[src/rtl/approx_pkg.sv]
// Shared types and sizing helpers for the approximate dot-product accumulator.
// Holds the FSM state enum, the S1 operand bundle and the accumulator width rule.
package approx_pkg;

  localparam int PROD_W = 16;

  typedef enum logic [1:0] {
    IDLE,
    ACCUM,
    DRAIN,
    HOLD
  } state_t;

  typedef struct packed {
    logic       vld;
    logic [7:0] x;
    logic [7:0] y;
  } s1_t;

  function automatic int acc_w_min(input int vec_len);
    return PROD_W + $clog2(vec_len);
  endfunction

endpackage

[src/rtl/approx_mul_stage.sv]
// S2: approximate and exact 8x8 unsigned products, registered with a valid bit.
// Ports: clk, rst_n, in_vld/in_x/in_y from S1; out_vld/out_approx/out_exact to S3.
module approx_mul8 (
  input  logic [7:0]  a,
  input  logic [7:0]  b,
  output logic [15:0] p
);
  // Nibble-split multiplier: the low x low partial product is
  // replaced by a bitwise OR, so the error can go either way.
  logic [7:0] hh;
  logic [8:0] mid;
  logic [3:0] ll;

  assign hh  = {4'b0, a[7:4]} * {4'b0, b[7:4]};
  assign mid = {5'b0, a[7:4]} * {5'b0, b[3:0]}
             + {5'b0, a[3:0]} * {5'b0, b[7:4]};
  assign ll  = a[3:0] | b[3:0];
  assign p   = {hh, 8'b0} + {3'b0, mid, 4'b0} + {12'b0, ll};
endmodule

module approx_mul_stage
  import approx_pkg::*;
(
  input  logic              clk,
  input  logic              rst_n,
  input  logic              in_vld,
  input  logic [7:0]        in_x,
  input  logic [7:0]        in_y,
  output logic              out_vld,
  output logic [PROD_W-1:0] out_approx,
  output logic [PROD_W-1:0] out_exact
);
  logic [PROD_W-1:0] p_approx;
  logic [PROD_W-1:0] p_exact;

  approx_mul8 u_mul (
    .a(in_x),
    .b(in_y),
    .p(p_approx)
  );

  assign p_exact = {8'b0, in_x} * {8'b0, in_y};

  always_ff @(posedge clk) begin
    if (!rst_n) begin
      out_vld    <= 1'b0;
      out_approx <= '0;
      out_exact  <= '0;
    end else begin
      out_vld <= in_vld;
      if (in_vld) begin
        out_approx <= p_approx;
        out_exact  <= p_exact;
      end
    end
  end
endmodule

[src/rtl/approx_dot_accum.sv]
// Streaming dot-product accumulator: approx sum, exact sum and abs error per vector.
// Ports: in_valid/in_ready/in_x/in_y operand stream; out_valid/out_ready/out_acc_* result.
module approx_dot_accum
  import approx_pkg::*;
#(
  parameter int VEC_LEN = 16,
  parameter int ACC_W   = 24
) (
  input  logic             clk,
  input  logic             rst_n,
  input  logic             in_valid,
  output logic             in_ready,
  input  logic [7:0]       in_x,
  input  logic [7:0]       in_y,
  output logic             out_valid,
  input  logic             out_ready,
  output logic [ACC_W-1:0] out_acc_approx,
  output logic [ACC_W-1:0] out_acc_exact,
  output logic [ACC_W-1:0] out_err_abs
);
  localparam int CNT_W = $clog2(VEC_LEN + 1);
  localparam int PAD   = ACC_W - PROD_W;
  localparam logic [CNT_W-1:0] LAST = CNT_W'(VEC_LEN - 1);

  if (VEC_LEN < 2) begin : g_len_chk
    $error("VEC_LEN must be at least 2");
  end
  if (ACC_W < acc_w_min(VEC_LEN)) begin : g_acc_chk
    $error("ACC_W too narrow for VEC_LEN");
  end

  state_t            state;
  logic [CNT_W-1:0]  cnt;
  s1_t               s1_q;
  logic              s2_vld;
  logic [PROD_W-1:0] s2_approx;
  logic [PROD_W-1:0] s2_exact;
  logic [PROD_W-1:0] diff;
  logic              accept;
  logic              hs;

  assign accept = in_valid & in_ready;
  assign hs     = out_valid & out_ready;

  always_ff @(posedge clk) begin
    if (!rst_n) begin
      s1_q <= '0;
    end else begin
      s1_q.vld <= accept;
      if (accept) begin
        s1_q.x <= in_x;
        s1_q.y <= in_y;
      end
    end
  end

  approx_mul_stage u_mul (
    .clk       (clk),
    .rst_n     (rst_n),
    .in_vld    (s1_q.vld),
    .in_x      (s1_q.x),
    .in_y      (s1_q.y),
    .out_vld   (s2_vld),
    .out_approx(s2_approx),
    .out_exact (s2_exact)
  );

  always_comb begin
    diff = '0;
    if (s2_exact >= s2_approx) diff = s2_exact - s2_approx;
    else                       diff = s2_approx - s2_exact;
  end

  // In DRAIN the last product sits in S2 once S1 has emptied.
  always_ff @(posedge clk) begin
    if (!rst_n) begin
      state     <= IDLE;
      cnt       <= '0;
      in_ready  <= 1'b1;
      out_valid <= 1'b0;
    end else begin
      unique case (state)
        IDLE: begin
          if (accept) begin
            state <= ACCUM;
            cnt   <= CNT_W'(1);
          end
        end
        ACCUM: begin
          if (accept) begin
            cnt <= cnt + CNT_W'(1);
            if (cnt == LAST) begin
              state    <= DRAIN;
              in_ready <= 1'b0;
            end
          end
        end
        DRAIN: begin
          if (s2_vld && !s1_q.vld) begin
            state     <= HOLD;
            out_valid <= 1'b1;
          end
        end
        HOLD: begin
          if (out_ready) begin
            state     <= IDLE;
            cnt       <= '0;
            in_ready  <= 1'b1;
            out_valid <= 1'b0;
          end
        end
        default: state <= IDLE;
      endcase
    end
  end

  always_ff @(posedge clk) begin
    if (!rst_n) begin
      out_acc_approx <= '0;
      out_acc_exact  <= '0;
      out_err_abs    <= '0;
    end else if (hs) begin
      out_acc_approx <= '0;
      out_acc_exact  <= '0;
      out_err_abs    <= '0;
    end else if (s2_vld) begin
      out_acc_approx <= out_acc_approx + {{PAD{1'b0}}, s2_approx};
      out_acc_exact  <= out_acc_exact + {{PAD{1'b0}}, s2_exact};
      out_err_abs    <= out_err_abs + {{PAD{1'b0}}, diff};
    end
  end

endmodule

[config.mk]
export PLATFORM = sky130hd
export DESIGN_NAME = approx_dot_accum
export DESIGN_NICKNAME = d
export VERILOG_FILES = /design/src/rtl/approx_pkg.sv /design/src/rtl/approx_mul_stage.sv /design/src/rtl/approx_dot_accum.sv
export SDC_FILE = /design/constraint.sdc
export NUM_CORES = 1
export LEC_CHECK = 0
export ABC_AREA = 1
export BUFFER_PORTS_ARGS = -buffer_cell sky130_fd_sc_hd__buf_2
export CORE_MARGIN = 3
export CORE_UTILIZATION = 45
export CTS_CLUSTER_SIZE = 16
export DETAILED_ROUTE_END_ITERATION = 6
export PLACE_DENSITY_LB_ADDON = 0.1
export SETUP_SLACK_MARGIN = 0.02
export SLEW_MARGIN = 15
export SYNTH_ARGS = -nofsm -noshare
export SYNTH_HDL_FRONTEND = slang
export SYNTH_SLANG_ARGS = --single-unit
[constraint.sdc]
create_clock -name clk -period 9 [get_ports clk]
set_input_delay 0.45 -clock clk [delete_from_list [all_inputs] [get_ports clk]]
set_output_delay 0.45 -clock clk [all_outputs]
set_load 0.005 [all_outputs]
**Word level (Yosys, flattened, before mapping)**

Cells that the tools add are included.

- Register bits after elaboration: 131
- Latch bits: 0
- RAM bits: 0
- Bits in read-only memories: 0
- Bits of input ports: 20
- Output and inout bits: 74
- Memories: 0

- Add/sub/neg operators: 9
- $mul: 4
- Divide/modulo/power cells: 0
- Magnitude comparators: 1
- Equality and inequality tests: 9
- Shift operators: 0
- Mux-type cells: 18
- Bitwise logic cells: 4
- Reductions and logical operators: 11

Operators by type and width:

| cell | number |
|---|---|
| $add 24x16->24 | 3 |
| $sub 16x16->16 | 2 |
| $mul 4x4->8 | 3 |
| $add 16x13->16 | 1 |
| $add 16x4->16 | 1 |
| $ge 16x16->1 | 1 |
| $mul 8x8->16 | 1 |
| $mux 16 | 1 |
| $mux 5 | 3 |
| $pmux 5 s3 | 1 |
| $mux 2 | 5 |
| $ne 2x2->1 const B | 5 |
| $add 8x8->9 | 1 |
| $pmux 2 s4 | 1 |
| $reduce_and 4->1 | 2 |
| $add 5x1->5 const B | 1 |
| $eq 5x4->1 const B | 1 |
| $mux 1 | 5 |
| $reduce_and 5->1 | 1 |
| $eq 2x2->1 const B | 2 |
| $or 4x4->4 | 1 |
| $pmux 1 s2 | 2 |
| $reduce_bool 2->1 | 2 |
| $reduce_and 3->1 | 1 |
| other kinds (8) | 9 |

**Logic depth before layout (Yosys ltp)**

Gate-level depths: netlist of the first run.

- Word-level depth: 4
- Depth in mapped cells: 30
- Gate-level depth less buffers: 29

**Cells and area by module**

A second synthesis of the first run with hierarchy kept.

- Cells, all modules: 2479
- Area total of the unflattened synthesis: 14845.5 um^2

Modules (own cells, without submodules):

| module | instances | cells each | area an instance (um^2) |
|---|---|---|---|
| approx_dot_accum | 1 | 1655 | 9349.0 |
| approx_mul_stage | 1 | 527 | 3553.4 |
| approx_mul8 | 1 | 297 | 1943.1 |

**Least setup slack after synthesis of the first run**

Ideal clock, no wire load.

- Path type: reg2reg
- Start: register s1_q[8] in the netlist's numbering
- End: register u_mul.out_approx[15]
- Library setup time: 109 ps
- Arrival: 4931 ps
- Path slack: 3960 ps
- Stages on the path, launching flop included: 24
- Buffers on the path: 1
- Clock period less this slack: 5040 ps
- Cells stage by stage: dfxtp_1 clkbuf_1 nand2_1 fa_1 inv_1 fa_1 fa_1 inv_1 fa_1 fa_1 o21ai_0 a21o_1 a21oi_1 xor2_1 ha_1 nand2_1 nor3_1 nor2_1 nor2_1 nand2_1 nand2_1 nand3_1 nand2_1 inv_1

- Word-level cells in the longest chain between the ends: 4
- Elaborated cells on any way between the ends: 5
- Those cells by class: add/sub (3); mul (1); bitwise (1)

Ends and longest elaborated chain:

| element | RTL line | RTL |
|---|---|---|
| start, declared | approx_dot_accum.sv:34 | `s1_t s1_q;` |
| $mul 4x4->8 | approx_mul_stage.sv:16 | `+ {5'b0, a[3:0]} * {5'b0, b[7:4]};` |
| $add 8x8->9 | approx_mul_stage.sv:16 |  |
| $add 16x13->16 | approx_mul_stage.sv:18 | `assign p = {hh, 8'b0} + {3'b0, mid, 4'b0} + {12'b0, ll};` |
| $add 16x4->16 * | approx_mul_stage.sv:18 |  |
| end signal, assigned | approx_mul_stage.sv:52 | `out_approx <= p_approx;` |
| end, declared | approx_mul_stage.sv:30 | `output logic [PROD_W-1:0] out_approx,` |

Mark *: on every way between the ends. The rest lies on a longest branch, timed or not.
A chain may end at the register's enable or synchronous reset.

**Worst setup path in the final report of the first run**

- Start: register s1_q[9] in the netlist's numbering
- End: register u_mul.out_approx[15]

Same word-level chain as after synthesis.

==> impl_metrics.csv, run 1 <==
group,metric,value,unit
global_route,grt_busiest_layer,"met2",
worst_setup_path,rrSetupSlack,3.71,ns
yosys,synth_mux_area_frac,0,
yosys,netlist_area,13800,um2
yosys,ys_types,39,
sta,slew_violations,0,
yosys,synth_cells,2227,
worst_setup_path,crit_required,9.35,ns
global_route,gr-total-overflow,0,
global_route,grt.total_usage,0.244,
global_route,grt_max_degree,80,
yosys,synth_area_per_cell,6.21,um2
placed_design,hpwl,32200,um
yosys,synth_compound_area_frac,0.100,
global_route,met3_usage,0.0419,
layout,nets,2520,
worst_setup_path,cp_slowest_cell,"fa_1",
detailed_routing,wire_per_inst,14.6,um
clock_network,ctsResizeCount,0,
sta,fmax,189,MHz
power_and_ir_drop,finalPower,3.56,mW
yosys,syn-num-nets,2459,
global_route,grt_pass1_wl,65100,um
worst_setup_path,cp_slowest_stage_delay,0.55,ns
detailed_routing,wl,39300,um
detailed_routing,drt-pass1-iter-count,5,
worst_hold_path,min_path_type,"in -> reg",
sta,slew_headroom,0.450,
worst_setup_path,arrival,5.64,ns
clock_network,clockRootBuffer,"clkbuf_16",
yosys,synth_warnings,0,
clock_network,path_clk_slew,0.06,ns
yosys,synthAdderAreaFrac,0.224,
detailed_routing,drc_errors,0,
sta,tightest_slew,0.825,ns
clock_network,clockBufferDepth,2,
floorplan,row_count,63,
yosys,ys_seq_area_frac,0.190,
worst_setup_path,path_buf_inv,3,
power_and_ir_drop,p_leak,8.85,nW
sta,rsz0062_at_grt,"no",
flow_run,timing.max_cap.violations,0,
detailed_routing,viasPerCell,4.95,
layout,area_growth,10.3,%
yosys,synth_top_family_by_area,"simple AND/OR/NAND/NOR gates",
sta,period_minus_slack,5.29,ns
worst_setup_path,end_kind,"register",
clock_network,cts_made_buffers,17,
worst_setup_path,criticalPathCategory,"reg -> reg",
yosys,yosys.area_share.simple,0.314,
floorplan,dieArea,32900,um2
sta,tns,0,ns
worst_setup_path,crit_family,"adder cells",
worst_setup_path,critPathMaxFanout,10,
sta,setup_viol,0,
clock_network,postCtsHoldBufs,0,
global_route,antenna_found_initial,1,
sta,finalCritPeriodShare,0.588,
worst_setup_path,crit_chain,"nand2_1 > fa_1 > inv_1 > fa_1 > fa_1 > inv_1 > fa_1 > fa_1 > o21ai_0 > a21o_1 > a21oi_1 > xor2_1 > ha_1 > nand2_1 > nor3_1 > nor2_1 > nor2_1 > nand2_1 > nand2_1 > nand3_1 > nand2_1 > inv_1",
layout,fillers,3189,
layout,layout-drive-gt1-share,0.0621,
clock_network,cts_tree,"done",
global_route,first_global_vias,13100,
sta,clock-skew-final,0.00842,ns
detailed_routing,drt_iter0_drc,793,
worst_setup_path,startpoint_type,"register",
global_route,grtUsageMet1,0.307,
floorplan,core,30000,um2
yosys,yosys.area_share.xor_xnor,0.0348,
floorplan,die_w,181,um
power_and_ir_drop,ir_worst_vdd,139,uV
clock_network,worstSkewPairLatency,0.45,ns
global_route,grt_util_met2,0.424,
clock_network,cts_setup_buffers,0,
floorplan,ios,94,
clock_network,htree_num_levels,4,
status,status,"finished, final reports clean",
clock_network,clkSinkCount,131,
detailed_routing,detail-route-antenna-nets,0,
floorplan,start_util,0.462,
yosys,synth-seq-cells,131,
placed_design,gp_congestion,0.929,
detailed_routing,num_vias,13300,
layout,post-route-cell-area,15300,um2
floorplan,die_h,181,um
placed_design,place_area,14600,um2
power_and_ir_drop,power_density,233,nW/um2
sta,report.final.hold_viol_count,0,
placed_design,port_buffers,93,
==> synth_stat cells, drive strengths merged <==
library cell    n  area share
buf            10      0.0049
xnor2          22       0.014
nand2         631        0.17
nand3b          6      0.0033
or2             4      0.0018
nor2          247       0.068
a21boi          1     0.00054
and2            5      0.0023
fa             59       0.085
o31ai           3      0.0016
nand4          11      0.0050
o21ai          98       0.035
ha            153        0.14
o211ai          3      0.0016
o21bai          6      0.0033
a211oi          2      0.0011
nor4            7      0.0043
dfxtp         131        0.19
nor3b           1     0.00054
a21oi         139       0.052
a21o            2      0.0011
nand3         128       0.047
clkbuf         45       0.012
xor2           33       0.021
o21a            2      0.0011
nor3           28       0.010
nand2b          1     0.00063
a31oi           6      0.0027
inv           443        0.12
==> worst register-to-register path, delay by kind of cell (launching register included) <==
kind	cells	cell delay, ns
AND/OR/NAND/NOR	9	0.85
XOR/XNOR	1	0.14
buffers and inverters	3	0.14
flip-flops	1	0.54
adder cells (fa/ha/maj)	6	2.96
AO/OA/AOI/OAI	3	0.55
==> layer usage <==
| layer | vias up | wire (um) |
|---|---|---|
| met4 | 2 | 1000 |
| met2 | 236 | 18700 |
| met5 | - | 13 |
| met3 | 60 | 1390 |
| met1 | 6021 | 18100 |
| li1 | 6995 | - |
==> cell type report <==
class | instances | area [um2] | share of cell area
Antenna cell | 1 | 2.50 | 0.000164
Clock buffer | 22 | 464 | 0.0304
Clock inverter | 10 | 203 | 0.0133
Inverter | 443 | 1660 | 0.109
Multi-Input combinational cell | 1598 | 9310 | 0.610
Sequential cell | 131 | 2630 | 0.172
Tap cell | 390 | 488 | 0.0320
Timing Repair Buffer | 97 | 495 | 0.0325
==> layout by cell type, fill, tap and decap left out, types with 2 or more instances in the layout <==
cell type	Yosys	final
a211oi_1	2	2
a21o_1	2	2
a21oi_1	136	136
a21oi_4	1	2
a31oi_1	6	6
and2_1	5	5
buf_2	6	93
buf_4	0	4
bufinv_16	0	6
clkbuf_1	45	3
clkbuf_16	0	17
clkbuf_8	0	2
clkinv_2	0	3
dfxtp_1	131	130
fa_1	59	59
ha_1	153	153
inv_1	441	441
inv_2	2	2
nand2_1	628	628
nand2_2	3	3
nand3_1	127	127
nand3b_1	6	6
nand4_1	11	11
nor2_1	246	246
nor3_1	28	28
nor4_1	6	6
o211ai_1	3	3
o21a_1	2	2
o21ai_0	96	96
o21ai_1	2	2
o21bai_1	6	6
o31ai_1	3	3
or2_2	4	4
xnor2_1	22	22
xor2_1	33	33
==> final timing paths <==
kind / from / to / cells past startpoint
max: s1_q[9] / u_mul.out_approx[15] / 22
min: in_y[6] / s1_q[6] / 3
max reg2reg: s1_q[9] / u_mul.out_approx[15] / 22
min reg2reg: out_acc_exact[0] / out_acc_exact[0] / 2
==> flip-flops by register name, indices dropped and copies added (netlist names), 2 cells and up <==
register	flops
cnt	5
out_acc_approx	24
out_acc_exact	24
out_err_abs	24
s1_q	17
state	2
u_mul.out_approx	16
u_mul.out_exact	16
==> power by group <==
| part | switching, mW | leakage [nW] | internal, mW |
|---|---|---|---|
| combinational | 1.31 | 7.45 | 0.681 |
| clock | 0.273 | 0.324 | 0.532 |
| sequential | 0.112 | 1.07 | 0.652 |
| total | 1.69 | 8.85 | 1.87 |
==> per-stage QoR <==
| step | hold WS [ns] | cells | worst slack (ns) | util |
|---|---|---|---|---|
| final | 0.248 | 2692 | 3.71 | 0.509 |
| after global routing | 0.264 | 2691 | 3.29 | 0.509 |
| after CTS | 0.225 | 2691 | 3.71 | 0.509 |
| after detailed placement | 0.484 | 2659 | 3.73 | 0.487 |
| after global placement | 0.473 | 2659 | 3.77 | 0.487 |
| after floorplan | 0.472 | 2227 | 3.96 | - |
==> cells by family after synthesis <==
kind of cell	Yosys count
AOI/OAI and AO/OA	262
DFF	131
buffers and inverters	498
and+or+nand+nor	1069
adders and majority gates	212
xor gates and xnor gates	55
Power figures use the tool's default switching activity.
==> run 2: changes to the inputs <==
==> constraint.sdc (replaced) <==
create_clock -name clk -period 4.35 [get_ports clk]
set_input_delay 0.2175 -clock clk [delete_from_list [all_inputs] [get_ports clk]]
set_output_delay 0.2175 -clock clk [all_outputs]
set_load 0.005 [all_outputs]
==> run 2 against run 1 <==
The run now ends with negative setup slack left. Setup slack lost 4.0 ns. Register-to-register slack lost 4.0 ns. Global-route usage grew 0.63 points. Non-clock buffer count grew 74. Clock skew grew 0.0017 ns. Critical endpoint is now u_mul.out_approx[13]. Largest cell class unchanged.
==> impl_metrics.csv, run 2 (same netlist as run 1, synthesis figures left out) <==
group,metric,value,unit
status,status,"complete, but fails checks",
status,violations,"negative setup slack",
detailed_routing,drc_errors,0,
layout,top_regs,"out_acc_approx: 24 flops, out_acc_exact: 24 flops, out_err_abs: 24 flops",
sta,finalCritPeriodShare,1.06,
power_and_ir_drop,power_frac_comb,0.593,
detailed_routing,detail-route-antenna-nets,0,
worst_setup_path,arrival,4.93,ns
sta,slew_violations,0,
floorplan,dieArea,32900,um2
power_and_ir_drop,pwr-share-seq,0.205,
global_route,gr-total-overflow,0,
detailed_routing,num_vias,13600,
power_and_ir_drop,p_clk_frac,0.202,
sta,fmax,217,MHz
sta,rsz0062_at_grt,"yes",
detailed_routing,viasPerCell,4.93,
worst_setup_path,crit_chain,"nand2_2 > inv_2 > fa_1 > inv_2 > fa_1 > fa_2 > fa_1 > inv_2 > ha_4 > nand2_2 > o21ai_2 > a21o_1 > a21oi_2 > xor2_1 > ha_1 > nand2_2 > inv_2 > nand2_2 > nand2_2 > nor2_2 > buf_4 > xnor2_2 > a21oi_1",
worst_setup_path,crit_required,4.68,ns
sta,period_minus_slack,4.60,ns
clock_network,cts_made_buffers,17,
power_and_ir_drop,finalPower,7.51,mW
power_and_ir_drop,switchingPower,3.65,mW
global_route,antenna_found_initial,0,
placed_design,post-place-ws,-0.270,ns
clock_network,worstSkewPairLatency,0.44,ns
worst_setup_path,critPathMaxFanout,5,
layout,layout-drive-gt1-share,0.118,
placed_design,gp_congestion,0.963,
floorplan,core,30000,um2
layout,nets,2594,
global_route,first_global_vias,13400,
worst_setup_path,path_buf_inv,5,
placed_design,port_buffers,93,
worst_setup_path,end_kind,"register",
floorplan,start_util,0.462,
sta,tns,-1.02,ns
sta,setup_viol,6,
placed_design,place_inst,2727,
detailed_routing,drt_iter0_drc,692,
layout,layout.cells.non_filler,2765,
clock_network,htree_num_levels,4,
global_route,grt.total_usage,0.250,
layout,antenna_cells,0,
worst_setup_path,critPathMostFrequentCell,"nand2_2",
worst_setup_path,crit_family,"adder cells",
power_and_ir_drop,swShare,0.487,
layout,final_common_cell,"nand2_1",
clock_network,clockBufferDepth,2,
sta,timing.hold.ws,0.0305,ns
sta,clock-skew-final,0.0101,ns
placed_design,hpwl,33200,um
power_and_ir_drop,ir_worst_vdd,422,uV
floorplan,die_h,181,um
floorplan,row_count,63,
power_and_ir_drop,power_density,470,nW/um2
power_and_ir_drop,p_int,3.86,mW
flow_run,timing.max_cap.violations,0,
sta,layout_setup_ws,-0.254,ns
detailed_routing,wire_per_inst,14.7,um
clock_network,clkSinkCount,131,
worst_hold_path,min_path_type,"in -> reg",
sta,slew_headroom,0.413,
floorplan,ios,94,
worst_setup_path,criticalPathCategory,"reg -> reg",
global_route,grt_max_degree,62,
clock_network,cts_tree,"done",
worst_setup_path,startpoint_type,"register",
sta,report.final.hold_viol_count,0,
global_route,grt_pass1_wl,66900,um
detailed_routing,wl,40600,um
clock_network,clockRootBuffer,"clkbuf_16",
detailed_routing,drt-pass1-iter-count,5,
clock_network,postCtsHoldBufs,0,
worst_setup_path,cp_slowest_cell,"fa_1",
layout,area_growth,15.6,%
layout,final_cell_mix,"nand2_1, inv_1, nor2_1",
worst_setup_path,cp_slowest_stage_delay,0.56,ns
sta,tightest_slew,0.879,ns
clock_network,path_clk_slew,0.06,ns
power_and_ir_drop,p_leak,9.19,nW
floorplan,die_w,181,um
==> run 2: cell count changes in the layout (fill, tap and decap cells not counted), moves of 6 or more <==
| cell | delta |
|---|---|
| a21oi_1 | -6 |
| buf_4 | +73 |
| dfxtp_1 | -9 |
| dfxtp_2 | +6 |
| ha_1 | -7 |
| inv_1 | -10 |
| inv_2 | +10 |
| nand2_1 | -15 |
| nand2_2 | +14 |
==> run 2: worst paths after layout <==
kind	startpoint	to	slack (ns)	cells past startpoint
worst max-delay path	s1_q[11]	u_mul.out_approx[13]	-0.25	23
worst min-delay path	in_y[2]	s1_q[2]	0.03	3
worst max register to register	s1_q[11]	u_mul.out_approx[13]	-0.25	23
worst min register to register	out_acc_approx[0]	out_acc_approx[0]	0.49	2
==> run 2: area by class of cell <==
cell class,count,area [um2]
clock buffers,17,425
clock inverters,15,180
fillers,3120,14000
inverters,443,1660
multi-input cells,1598,9520
flip-flops and latches,131,2650
well taps,390,488
repair buffers,171,1050
==> run 2: what timing repair did <==
item,CTS,global route
endpoints found under the setup margin,6,10
buffers inserted,3,3
pin swaps,2,30
gates resized for setup,15,36
==> run 2: per-layer routing <==
metal | track usage | wire (um) | vias to the layer above
met5 | 0 | 0 | -
met4 | 0.0814 | 1200 | 0
met3 | 0.0334 | 1360 | 52
met2 | 0.444 | 19700 | 264
met1 | 0.313 | 18400 | 6158
li1 | - | - | 7150
==> run 2: tightest hold or removal path: stages <==
cell and delay, ns:
buf_2 0.07, o21ai_0 0.07, nor2_1 0.07
==> run 2: power by group through the flow <==
stage          clock network, mW  logic, mW  registers, mW
2_1_floorplan                  0       3.28           1.47
3_3_place_gp                   0       4.33           1.55
3_5_place_dp                   0       4.36           1.56
4_1_cts                     1.55       4.41           1.53
5_1_grt                     1.61       5.10           1.56
6_report                    1.52       4.46           1.54
==> run 2: per-stage QoR <==
step / util / instance area (um2)
floorplan: - / 14000
global placement: 0.506 / 15200
detailed placement: 0.506 / 15200
CTS: 0.529 / 15800
global route: 0.533 / 16000
finish: 0.533 / 16000
==> run 3: changes to the inputs <==
--- a/config.mk
+++ b/config.mk
@@ -16,4 +16,5 @@
 export SLEW_MARGIN = 15
 export SYNTH_ARGS = -nofsm -noshare
 export SYNTH_HDL_FRONTEND = slang
+export SYNTH_HIERARCHICAL = 1
 export SYNTH_SLANG_ARGS = --single-unit
==> run 3 against run 2 <==
The run still ends with negative setup slack left. Combinational power increased by 4%. Synthesized cell count rose by 11%. Critical path type unchanged. First-iteration DRC count increased by 33%. Core utilization shrank 0.62 points. Clock-buffer cell count increased by 1. Global-route usage shrank 0.72 points. Critical endpoint is now u_mul/out_approx[15]. Clock skew rose by 0.0068 ns. Sequential cell count unchanged.
==> impl_metrics.csv, run 3 <==
group,metric,value,unit
floorplan,core,32000,um2
clock_network,cts_made_buffers,17,
yosys,synthFlopType,"dfxtp_1",
detailed_routing,num_vias,15000,
yosys,syn-num-nets,2724,
worst_setup_path,criticalPathCategory,"reg -> reg",
clock_network,worstSkewPairLatency,0.45,ns
power_and_ir_drop,power_frac_comb,0.607,
clock_network,clockRootBuffer,"clkbuf_16",
sta,slew_headroom,0.365,
detailed_routing,drc_errors,0,
power_and_ir_drop,power_density,452,nW/um2
sta,rsz0062_at_grt,"yes",
global_route,gr-total-overflow,0,
clock_network,clockBufferDepth,2,
yosys,ys_seq_area_frac,0.177,
worst_hold_path,min_path_type,"in -> reg",
layout,final_cell_mix,"nand2_1, inv_1, nor2_1",
placed_design,hpwl,33900,um
power_and_ir_drop,ir_worst_vdd,319,uV
yosys,synth-seq-cells,131,
floorplan,die_h,188,um
detailed_routing,wire_per_inst,13.9,um
status,status,"complete, but fails checks",
layout,layout-drive-gt1-share,0.104,
layout,nets,2839,
worst_setup_path,arrival,4.72,ns
yosys,synth.most_common_cell,"nand2_1",
status,violations,"negative setup slack",
yosys,yosysTopAreaCell,"nand2_1",
detailed_routing,detail-route-antenna-nets,0,
floorplan,ios,94,
sta,finalCritPeriodShare,1.01,
floorplan,start_util,0.463,
floorplan,dieArea,35200,um2
sta,tightest_slew,0.952,ns
power_and_ir_drop,p_clk_frac,0.191,
worst_setup_path,startpoint_type,"register",
yosys,synth_area_per_cell,5.99,um2
power_and_ir_drop,switchingPower,3.83,mW
power_and_ir_drop,p_leak,10.2,nW
placed_design,port_buffers,93,
power_and_ir_drop,p_int,3.81,mW
layout,antenna_cells,0,
floorplan,row_count,65,
sta,period_minus_slack,4.38,ns
sta,fmax,229,MHz
sta,clock-skew-final,0.0170,ns
global_route,antenna_found_initial,0,
sta,tns,-0.0345,ns
detailed_routing,drt-pass1-iter-count,6,
layout,area_growth,13.8,%
detailed_routing,viasPerCell,4.93,
sta,slew_violations,0,
worst_setup_path,crit_required,4.69,ns
flow_run,timing.max_cap.violations,0,
worst_setup_path,end_kind,"register",
placed_design,gp_congestion,0.941,
global_route,first_global_vias,14400,
floorplan,die_w,188,um
power_and_ir_drop,swShare,0.502,
global_route,grt.total_usage,0.243,
sta,layout_setup_ws,-0.0256,ns
worst_setup_path,critPathMaxFanout,5,
yosys,synth_edf_count,0,
clock_network,cts_tree,"done",
layout,top_regs,"out_acc_approx: 24 flops, out_acc_exact: 24 flops, out_err_abs: 24 flops",
sta,report.final.hold_viol_count,0,
yosys,synthTopCellsByCount,"nand2_1, inv_1, nor2_1",
global_route,grt_max_degree,55,
placed_design,post-place-ws,-0.146,ns
power_and_ir_drop,pwr-share-seq,0.202,
clock_network,path_clk_slew,0.07,ns
yosys,synth_cells,2479,
yosys,ys_types,40,
clock_network,clkSinkCount,131,
yosys,synthTopCellsByArea,"nand2_1, dfxtp_1, ha_1",
clock_network,htree_num_levels,4,
detailed_routing,drt_iter0_drc,919,
layout,final_common_cell,"nand2_1",
layout,fillers,3391,
layout,fin_util,0.527,
yosys,synthArstFlopShare,0,
yosys,synth_warnings,6,
yosys,netlist.area_leader.share,0.191,
detailed_routing,wl,42400,um
sta,setup_viol,2,
global_route,grt_pass1_wl,70400,um
yosys,netlist_area,14800,um2
[run 3: metal layers]
metal	GRT usage	part of all wire
met1	0.302	0.45
met2	0.430	0.48
met3	0.0394	0.047
met4	0.0753	0.029
met5	0	0
[run 3: power groups by stage]
stage / clock, mW / sequential [mW] / combinational, mW
after floorplan: 0 / 1.49 / 3.39
after global placement: 0 / 1.56 / 4.42
after detailed placement: 0 / 1.56 / 4.47
after CTS: 1.49 / 1.54 / 4.56
after global routing: 1.53 / 1.56 / 5.34
final: 1.46 / 1.54 / 4.64
[run 3: logic make-up after synthesis]
kind of cell / after synthesis / share of synthesized area
simple gates: 1279 / 0.348
buf+inv: 582 / 0.149
fa+ha+maj: 225 / 0.222
compound gates: 211 / 0.0748
flops: 131 / 0.177
xor+xnor: 51 / 0.0301
[run 3: metrics by stage]
| step | instance area (um2) | hold WS (ns) | instances | total power [mW] |
|---|---|---|---|---|
| after CTS | 16800 | 0.00733 | 3038 | 7.60 |
| after detailed placement | 16100 | 0.461 | 3003 | 6.03 |
| after floorplan | 14900 | 0.353 | 2479 | 4.88 |
| final | 16900 | 0.0274 | 3042 | 7.64 |
| after global routing | 16900 | 0.0237 | 3042 | 8.43 |
| after global placement | 16100 | 0.450 | 3003 | 5.98 |
[run 3: final timing paths]
| check | depth (start not counted) | slack (ns) | from | to |
|---|---|---|---|---|
| setup / recovery | 27 | -0.03 | s1_q[2] | u_mul/out_approx[15] |
| hold / removal | 3 | 0.03 | in_x[1] | s1_q[9] |
| setup reg to reg | 27 | -0.03 | s1_q[2] | u_mul/out_approx[15] |
| hold reg to reg | 2 | 0.47 | cnt[4] | cnt[4] |
[run 3: what timing repair did]
action | CTS | global route
gates resized for setup | 32 | 23
pin swaps | 21 | 18
cloned | 0 | 0
endpoints found under the setup margin | 5 | 11
buffers inserted | 3 | 4
hold buffers | 0 | 0
[run 3: area by class of cell]
cell class	count	area, um2	area share
repair buffers	156	972	0.0575
multi-input cells	1766	10200	0.603
clock inverters	14	141	0.00837
flip-flops and latches	131	2640	0.156
inverters	522	1960	0.116
well taps	435	544	0.0322
clock buffers	18	439	0.0260
[run 3: critical path, stage by stage (launching register included)]
cell     delay, ns
dfxtp_2       0.33
buf_6         0.12
nand2_2       0.06
inv_2         0.04
ha_4          0.25
inv_2         0.04
fa_1          0.54
inv_2         0.04
fa_1          0.51
inv_2         0.04
fa_1          0.49
inv_2         0.05
ha_4          0.28
inv_2         0.04
buf_4         0.12
buf_4         0.13
xor2_2        0.19
inv_1         0.08
ha_1          0.31
nand2_1       0.06
nor2_1        0.10
nand2_1       0.07
nand3_2       0.09
nand3_1       0.07
nand2_1       0.06
nand2_1       0.05
nor2_1        0.08
nor2_1        0.06
